$ cat src/rtl/mem_stage.sv
// mem_stage: memory-access pipeline stage sitting between EX/MEM and MEM/WB.
// Non-memory instructions pass straight through. LOAD/STORE stall the front
// of the pipeline, issue one data-memory request, wait for MemAck, then
// release the instruction with its load data on the following cycle.
//
// Optional feature: define MEM_TIMEOUT_EN to abort an access that has not
// been acknowledged within MEM_TIMEOUT ACCESS cycles (data 32'hDEADBEEF,
// sticky MemError). Without it, ACCESS waits indefinitely.
//
// Ports
//   clock, reset            stage clock, asynchronous active-high reset
//   FromEX_*                EX/MEM register contents (InstType 2 = LOAD, 3 = STORE)
//   ToMEMWB_*               MEM/WB register feed (bubble = all zero while stalled)
//   Stall                   freezes PC, IF/ID, ID/EX, EX/MEM
//   MemReq, MemWrite        registered request and write strobe
//   MemAddr, MemWData       registered word address and store data
//   MemRData, MemAck        read data and one-cycle completion pulse
//   MemError                sticky timeout flag (0 when MEM_TIMEOUT_EN undefined)
module mem_stage #(
    parameter int unsigned MEM_TIMEOUT = 64
) (
    input  logic        clock,
    input  logic        reset,
    input  logic [31:0] FromEX_Inst,
    input  logic [31:0] FromEX_NewPC,
    input  logic [31:0] FromEX_RegDataA,
    input  logic [31:0] FromEX_RegDataB,
    input  logic [31:0] FromEX_Imm,
    input  logic [31:0] FromEX_ALUOutput,
    input  logic [3:0]  FromEX_InstNum,
    input  logic [3:0]  FromEX_InstType,
    output logic [31:0] ToMEMWB_Inst,
    output logic [31:0] ToMEMWB_NewPC,
    output logic [31:0] ToMEMWB_RegDataA,
    output logic [31:0] ToMEMWB_RegDataB,
    output logic [31:0] ToMEMWB_Imm,
    output logic [31:0] ToMEMWB_ALUOutput,
    output logic [31:0] ToMEMWB_MemData,
    output logic [3:0]  ToMEMWB_InstNum,
    output logic [3:0]  ToMEMWB_InstType,
    output logic        Stall,
    output logic        MemReq,
    output logic        MemWrite,
    output logic [31:0] MemAddr,
    output logic [31:0] MemWData,
    input  logic [31:0] MemRData,
    input  logic        MemAck,
    output logic        MemError
);

    localparam int unsigned DW = 32;
    localparam int unsigned TW = 4;
    localparam logic [TW-1:0] TYPE_LOAD  = TW'(2);
    localparam logic [TW-1:0] TYPE_STORE = TW'(3);

    // Reject unusable timeout values at elaboration.
    if ((MEM_TIMEOUT < 2) || (MEM_TIMEOUT > 255)) begin : g_timeout_range
        $error("mem_stage: MEM_TIMEOUT must be in 2..255");
    end

    typedef enum logic [1:0] {
        IDLE   = 2'd0,
        ACCESS = 2'd1,
        DONE   = 2'd2
    } state_t;

    state_t        state_q, state_d;
    logic          mem_req_q, mem_req_d;
    logic          mem_write_q, mem_write_d;
    logic [DW-1:0] addr_q, addr_d;
    logic [DW-1:0] wdata_q, wdata_d;
    logic [DW-1:0] data_q, data_d;
    logic          is_mem;
    logic          pass;

`ifdef MEM_TIMEOUT_EN
    localparam int unsigned   CW         = 8;
    localparam logic [CW-1:0] CNT_LAST   = CW'(MEM_TIMEOUT - 1);
    localparam logic [DW-1:0] ABORT_DATA = 32'hDEADBEEF;

    logic [CW-1:0] cnt_q, cnt_d;
    logic          err_q, err_d;
`endif

    assign is_mem = (FromEX_InstType == TYPE_LOAD) || (FromEX_InstType == TYPE_STORE);

    // State and request registers.
    always_ff @(posedge clock or posedge reset) begin
        if (reset) begin
            state_q     <= IDLE;
            mem_req_q   <= 1'b0;
            mem_write_q <= 1'b0;
            addr_q      <= '0;
            wdata_q     <= '0;
            data_q      <= '0;
`ifdef MEM_TIMEOUT_EN
            cnt_q       <= '0;
            err_q       <= 1'b0;
`endif
        end else begin
            state_q     <= state_d;
            mem_req_q   <= mem_req_d;
            mem_write_q <= mem_write_d;
            addr_q      <= addr_d;
            wdata_q     <= wdata_d;
            data_q      <= data_d;
`ifdef MEM_TIMEOUT_EN
            cnt_q       <= cnt_d;
            err_q       <= err_d;
`endif
        end
    end

    // Next-state, request and stall/passthrough control.
    always_comb begin
        state_d     = state_q;
        mem_req_d   = mem_req_q;
        mem_write_d = mem_write_q;
        addr_d      = addr_q;
        wdata_d     = wdata_q;
        data_d      = data_q;
`ifdef MEM_TIMEOUT_EN
        cnt_d       = cnt_q;
        err_d       = err_q;
`endif
        Stall       = 1'b0;
        pass        = 1'b0;

        case (state_q)
            IDLE: begin
                if (is_mem) begin
                    // Launch the access; address/data are latched so they stay
                    // stable for the whole ACCESS phase.
                    Stall       = 1'b1;
                    state_d     = ACCESS;
                    mem_req_d   = 1'b1;
                    mem_write_d = (FromEX_InstType == TYPE_STORE);
                    addr_d      = {FromEX_ALUOutput[31:2], 2'b00};
                    wdata_d     = FromEX_RegDataB;
`ifdef MEM_TIMEOUT_EN
                    cnt_d       = '0;
`endif
                end else begin
                    pass = 1'b1;
                end
            end
            ACCESS: begin
                Stall = 1'b1;
                if (MemAck) begin
                    // The latched write strobe tells load from store here.
                    data_d      = mem_write_q ? '0 : MemRData;
                    mem_req_d   = 1'b0;
                    mem_write_d = 1'b0;
                    state_d     = DONE;
                end
`ifdef MEM_TIMEOUT_EN
                else if (cnt_q == CNT_LAST) begin
                    data_d      = ABORT_DATA;
                    mem_req_d   = 1'b0;
                    mem_write_d = 1'b0;
                    err_d       = 1'b1;
                    state_d     = DONE;
                end else begin
                    cnt_d = cnt_q + CW'(1);
                end
`endif
            end
            DONE: begin
                pass    = 1'b1;
                state_d = IDLE;
            end
            default: begin
                state_d = IDLE;
            end
        endcase
    end

    // MEM/WB feed: passthrough when not stalled, bubble otherwise.
    assign ToMEMWB_Inst      = pass ? FromEX_Inst      : '0;
    assign ToMEMWB_NewPC     = pass ? FromEX_NewPC     : '0;
    assign ToMEMWB_RegDataA  = pass ? FromEX_RegDataA  : '0;
    assign ToMEMWB_RegDataB  = pass ? FromEX_RegDataB  : '0;
    assign ToMEMWB_Imm       = pass ? FromEX_Imm       : '0;
    assign ToMEMWB_ALUOutput = pass ? FromEX_ALUOutput : '0;
    assign ToMEMWB_InstNum   = pass ? FromEX_InstNum   : '0;
    assign ToMEMWB_InstType  = pass ? FromEX_InstType  : '0;
    assign ToMEMWB_MemData   = (state_q == DONE) ? data_q : '0;

    assign MemReq   = mem_req_q;
    assign MemWrite = mem_write_q;
    assign MemAddr  = addr_q;
    assign MemWData = wdata_q;

`ifdef MEM_TIMEOUT_EN
    assign MemError = err_q;
`else
    assign MemError = 1'b0;
`endif

endmodule

$ cat config.mk
export PLATFORM = sky130hd
export DESIGN_NAME = mem_stage
export DESIGN_NICKNAME = d
export VERILOG_FILES = /design/src/rtl/mem_stage.sv
export SDC_FILE = /design/constraint.sdc
export NUM_CORES = 1
export LEC_CHECK = 0
export ABC_AREA = 1
export ABC_CLOCK_PERIOD_IN_PS = 10000
export CAP_MARGIN = 20
export CORE_AREA = 5 5 207 209
export DETAILED_ROUTE_END_ITERATION = 8
export DIE_AREA = 0 0 212 214
export PLACE_DENSITY = 0.5
export SKIP_CTS_REPAIR_TIMING = 1
export SLEW_MARGIN = 0
export SYNTH_ARGS = -nofsm -noshare
export SYNTH_HDL_FRONTEND = slang
export SYNTH_SLANG_ARGS = --single-unit
$ cat constraint.sdc
create_clock -name clock -period 10 [get_ports clock]
set_input_delay 2 -clock clock [delete_from_list [all_inputs] [get_ports clock]]
set_output_delay 2 -clock clock [all_outputs]
set_load 0.02 [all_outputs]
== Word level (Yosys, flattened, before mapping) ==
Cells that the tools add are included.

* Flip-flop bits (word level): 98
* Input port bits: 235
* Output and inout port bits: 300
* Word-level logic and storage cells: 41

* Equal/unequal tests: 6
* Multiplexer cells: 22
* Reductions and logical operators: 7

{| class="wikitable"
|+ Operators by type and width
! kind !! number
|-
| 32-bit 2-to-1 mux || 8
|-
| 4-bit by 2-bit equality test with 1-bit output (second input constant) || 2
|-
| 4-bit 2-to-1 mux || 2
|-
| 1-bit one-hot mux with 2 select lines || 4
|-
| 2-bit AND reduction || 3
|-
| 1-bit 2-to-1 mux || 5
|-
| 2-bit 2-to-1 mux || 2
|-
| 2-bit != test (second input constant) || 2
|-
| 2-bit one-hot mux with 2 select lines || 1
|-
| 3-bit AND reduction || 1
|-
| 2-bit by 1-bit equality test with 1-bit output (second input constant) || 1
|-
| 2-bit equality test (second input constant) || 1
|-
| 2-bit zero test || 1
|-
| 2-bit nonzero test || 1
|-
| 1-bit logical OR || 1
|}

== Logic depth before layout (Yosys ltp) ==
* Depth in word-level cells: 5
* Gate-level depth with buffers: 8
* Gate-level depth less buffers: 6

== Least setup slack after synthesis ==
No wires, ideal clock.

* Kind: input to output
* Start: input FromEX_InstType[1]
* End: output ToMEMWB_ALUOutput[31]
* Data arrival time: 2.952 ns
* Data required time: 8.000 ns
* Slack: 5.048 ns
* Stages: 8
* Buffers on the path: 3
* Cell sequence: inv_2 -> nor2_1 -> buf_4 -> nand3_1 -> nand2_1 -> buf_4 -> buf_4 -> nor2_1

* Longest elaborated chain between the ends: 5
* Elaborated cells on any way between the ends: 6
* Classes of those cells: eq/ne (2); mux (3); reduce/logical (1)

{| class="wikitable"
|+ Ends and longest elaborated chain
! what !! line !! RTL
|-
| from (decl) || 31 || <nowiki>input logic [3:0] FromEX_InstType,</nowiki>
|-
| 4-bit by 2-bit equality test with 1-bit output || 85 || <nowiki>assign is_mem = (FromEX_InstType == TYPE_LOAD) || (FromEX_InstType == TYPE_STORE);</nowiki>
|-
| 1-bit logical OR * || 85 ||
|-
| 1-bit 2-to-1 mux * || 131 || <nowiki>if (is_mem) begin</nowiki>
|-
| 1-bit one-hot mux with 2 select lines * || 129 || <nowiki>case (state_q)</nowiki>
|-
| 32-bit 2-to-1 mux * || 184 || <nowiki>assign ToMEMWB_ALUOutput = pass ? FromEX_ALUOutput : '0;</nowiki>
|-
| to (decl) || 37 || <nowiki>output logic [31:0] ToMEMWB_ALUOutput,</nowiki>
|}

Mark *: on every way between the ends. The rest lies on a longest branch, timed or not.

== Worst setup path after layout ==
* Start: input FromEX_InstType[2]
* End: output ToMEMWB_NewPC[18]

* Longest elaborated chain between the ends: 5
* Elaborated cells on any way between the ends: 6
* Classes of those cells: eq/ne (2); mux (3); reduce/logical (1)

{| class="wikitable"
|+ Ends and longest elaborated chain
! what !! line !! RTL
|-
| 4-bit by 2-bit equality test with 1-bit output || 85 ||
|-
| 1-bit logical OR * || 85 ||
|-
| 1-bit 2-to-1 mux * || 131 ||
|-
| 1-bit one-hot mux with 2 select lines * || 129 ||
|-
| 32-bit 2-to-1 mux * || 180 || <nowiki>assign ToMEMWB_NewPC = pass ? FromEX_NewPC : '0;</nowiki>
|-
| to (decl) || 33 || <nowiki>output logic [31:0] ToMEMWB_NewPC,</nowiki>
|}

Marks and branches as above.

==> metrics.md <==
| Metric | Value |
|---|---|
| Clk_lat worst skew | `0.37 ns` |
| Final TNS setup | `0 ns` |
| RSZ-0062 raised after global routing | `false` |
| PD cells | `147 mW/mm2` |
| Slew margin rel. | `40.1%` |
| H-tree depth | `3` |
| R2r setup slk | `8.19 ns` |
| Critical Path End Type | `output pin` |
| Wire per inst | `14.9 um` |
| Routed Antenna Nets | `0` |
| Fill cell count | `4424` |
| Most used cell, CP | `clkdlybuf4s50_1` |
| IO Port Bufs | `531` |
| Final non-filler cell total | `1957` |
| Max_cap viols | `0` |
| Detailed Route WL | `29100 um` |
| Fmax | `0.139 GHz` |
| FF-to-FF path depth | `5` |
| Die H | `214 um` |
| Final worst path period share | `71.8%` |
| Avg Vias per Cell | `3.72` |
| GRT Overall Usage | `12.1%` |
| Worst R2R End | `data_q[1]` |
| Initial antenna violation count | `2` |
| Vias in the first global route | `7357` |
| Total gr overflow | `0` |
| Hpwl dp | `22800 um` |
| WP data arrival | `5.18 ns` |
| Highest-count cells in the layout ignoring fill and taps | `clkdlybuf4s50_1, inv_1, nor2_1` |
| Layout cells sized above 1 | `2.18%` |
| Largest net degree at the start of global routing | `119` |
| Clk slew on worst S/H paths | `0.07 ns` |
| Vias | `7273` |
| Clock Skews | `0.00737 ns` |
| Crit-path max FO | `118` |
| Sequential share of power | `31.2%` |
| First-pass GRT wire length | `43200 um` |
| CP peak stage delay | `0.64 ns` |
| Post-layout min period | `7.18 ns` |
| Synth cell types | `15` |
| Hold path start | `MemAddr[23]` |
| Fin util | `29.5%` |
| CP Cell Sequence | `clkdlybuf4s50_1 > inv_2 > buf_4 > nand3_1 > nand2_4 > buf_12 > nor2_1 > clkdlybuf4s50_1` |
| Combinational power share | `47.1%` |
| Syn avg cell area | `6.38 um2` |
| First-pass iteration count of the detailed router | `5` |
| Setup crit start kind | `primary input` |
| Hold Path Sink | `MemAddr[23]` |
| Yosys reg bits | `98` |
| CTS sink cnt | `98` |
| Slowest CP cell | `nand2_4` |
| Starting Density | `14.6%` |
| Final Hold Violating Endpoints | `0` |
| Pre-CTS WS | `2.67 ns` |
| CP Buf/Inv Count | `5` |
| Cell-internal power | `1.09 mW` |
| CTS tree | `done` |
| Leakage | `5.86 nW` |
| Clock root buffer | `clkbuf_16` |
| Nets | `1654` |
| Syn Inst Count | `932` |
| Hold path depth | `2` |
| Total CTS buffers | `9` |
| Worst Setup Path Type | `primary input to output pin` |
| Outcome | `complete, no violations` |
| Core ar. | `0.0406 mm2` |
| Net Switching | `678 uW` |
| Number of warnings issued by yosys | `0` |
| Cell Area, Synth | `0.00594 mm2` |
| Worst EP required | `8.00 ns` |
| Clock power share | `21.7%` |
| Sequential area share after synthesis | `41.3%` |
| Routability congestion estimate | `0.801` |
| Placed Instances | `1940` |
| Die area | `0.0454 mm2` |
| Sw Ratio | `38.3%` |
| Die X | `212 um` |
| Reg2reg start | `state_q[1]` |
| Leading cell type in the layout, fill and taps excluded | `clkdlybuf4s50_1` |
| Worst path top cell family by delay | `buffers and inverters` |
| CTS max path bufs | `2` |
| I/O pin count | `535` |
| Initial DRC Count | `379` |
| Maximum VDD drop | `0.0650 mV` |
| Worst Hold Class | `flip-flop to flip-flop` |
| Post-route DRC | `0` |
| Area growth syn-to-layout | `102%` |
| Final-report max-slew violation count | `0` |
| Site row count | `74` |
| # setup viols final | `0` |
| Post-route setup slack | `2.82 ns` |
| Least-Margin Pin Slew | `0.898 ns` |
[metal layers]
metal  part of all wire [%]  global-route usage [%]  vias up  routed length [um]
li1                       -                       -     3649                   -
met1                     37                    12.7     3238               10800
met2                     49                    21.7      352               14400
met3                     11                    5.22       32                3350
met4                    2.2                    4.02        2                 634
met5                  0.041                       0        -                  12
[synthesized netlist by cell type]
| master | instances | area share, % |
|---|---|---|
| buf_1 | 1 | 0.063 |
| buf_2 | 10 | 0.84 |
| buf_4 | 15 | 1.9 |
| buf_6 | 11 | 2.1 |
| clkbuf_1 | 28 | 1.8 |
| conb_1 | 1 | 0.063 |
| dfrtp_1 | 98 | 41 |
| inv_1 | 237 | 15 |
| inv_2 | 1 | 0.063 |
| nand2_1 | 197 | 12 |
| nand3_1 | 3 | 0.25 |
| nand4_1 | 63 | 6.6 |
| nor2_1 | 233 | 15 |
| nor2_4 | 1 | 0.19 |
| o21ai_0 | 33 | 2.8 |
[area by class of cell]
cell class                      count  area (um2)  area share [%]
Antenna cell                        1        2.50          0.0209
Sequential cell                    98        2450            20.4
Timing Repair Buffer              539        5440            45.3
Tap cell                          532         666            5.55
Clock buffer                       11         243            2.02
Multi-Input combinational cell    533        2240            18.7
Clock inverter                      5        61.3           0.511
Inverter                          238         896            7.47
[state kept, by name (all words and copies together) (netlist names)]
name / cells
MemWData: 32
data_q: 32
MemAddr: 30
MemWrite: 1
MemReq: 1
state_q: 2
[power groups by stage]
stage	registers [mW]	clock network [mW]	logic (mW)
3_3_place_gp	0.555	0	0.842
4_1_cts	0.553	0.409	0.850
6_report	0.552	0.384	0.832
3_5_place_dp	0.559	0	0.847
2_1_floorplan	0.623	0	0.328
5_1_grt	0.564	0.418	0.902
[worst max-delay path by stage]
| stage | startpoint | to | slack (ns) | cells past startpoint |
|---|---|---|---|---|
| global placement | FromEX_InstType[2] | ToMEMWB_NewPC[18] | 2.68 | 8 |
| floorplan | FromEX_InstType[1] | ToMEMWB_ALUOutput[31] | 5.05 | 8 |
| finish | FromEX_InstType[2] | ToMEMWB_NewPC[18] | 2.82 | 8 |
| CTS | FromEX_InstType[2] | ToMEMWB_NewPC[18] | 2.67 | 8 |
| detailed placement | FromEX_InstType[2] | ToMEMWB_NewPC[18] | 2.67 | 8 |
| global route | FromEX_InstType[2] | ToMEMWB_RegDataA[15] | 2.53 | 8 |
[cell families after synthesis]
family,synth area share [%]
simple gates,34.2
buf+inv,21.7
flops,41.3
compound gates,2.78
other cells,0.0631
[metrics by stage]
stage          power, mW  hold slack (ns)  area [um2]
5_1_grt             1.88            0.498       12000
6_report            1.77            0.470       12000
2_1_floorplan      0.952            0.453        5950
3_3_place_gp        1.40            0.452       11600
4_1_cts             1.81            0.476       12000
3_5_place_dp        1.41            0.457       11700
[worst register-to-register path, cell delays in order, from the launching register on]
cell	delay, ns
dfrtp_1	0.42
inv_1	0.13
nand3_2	0.57
buf_16	0.42
nand2_1	0.08
o21ai_0	0.08
Note: power is estimated with default switching activity, not from simulation.
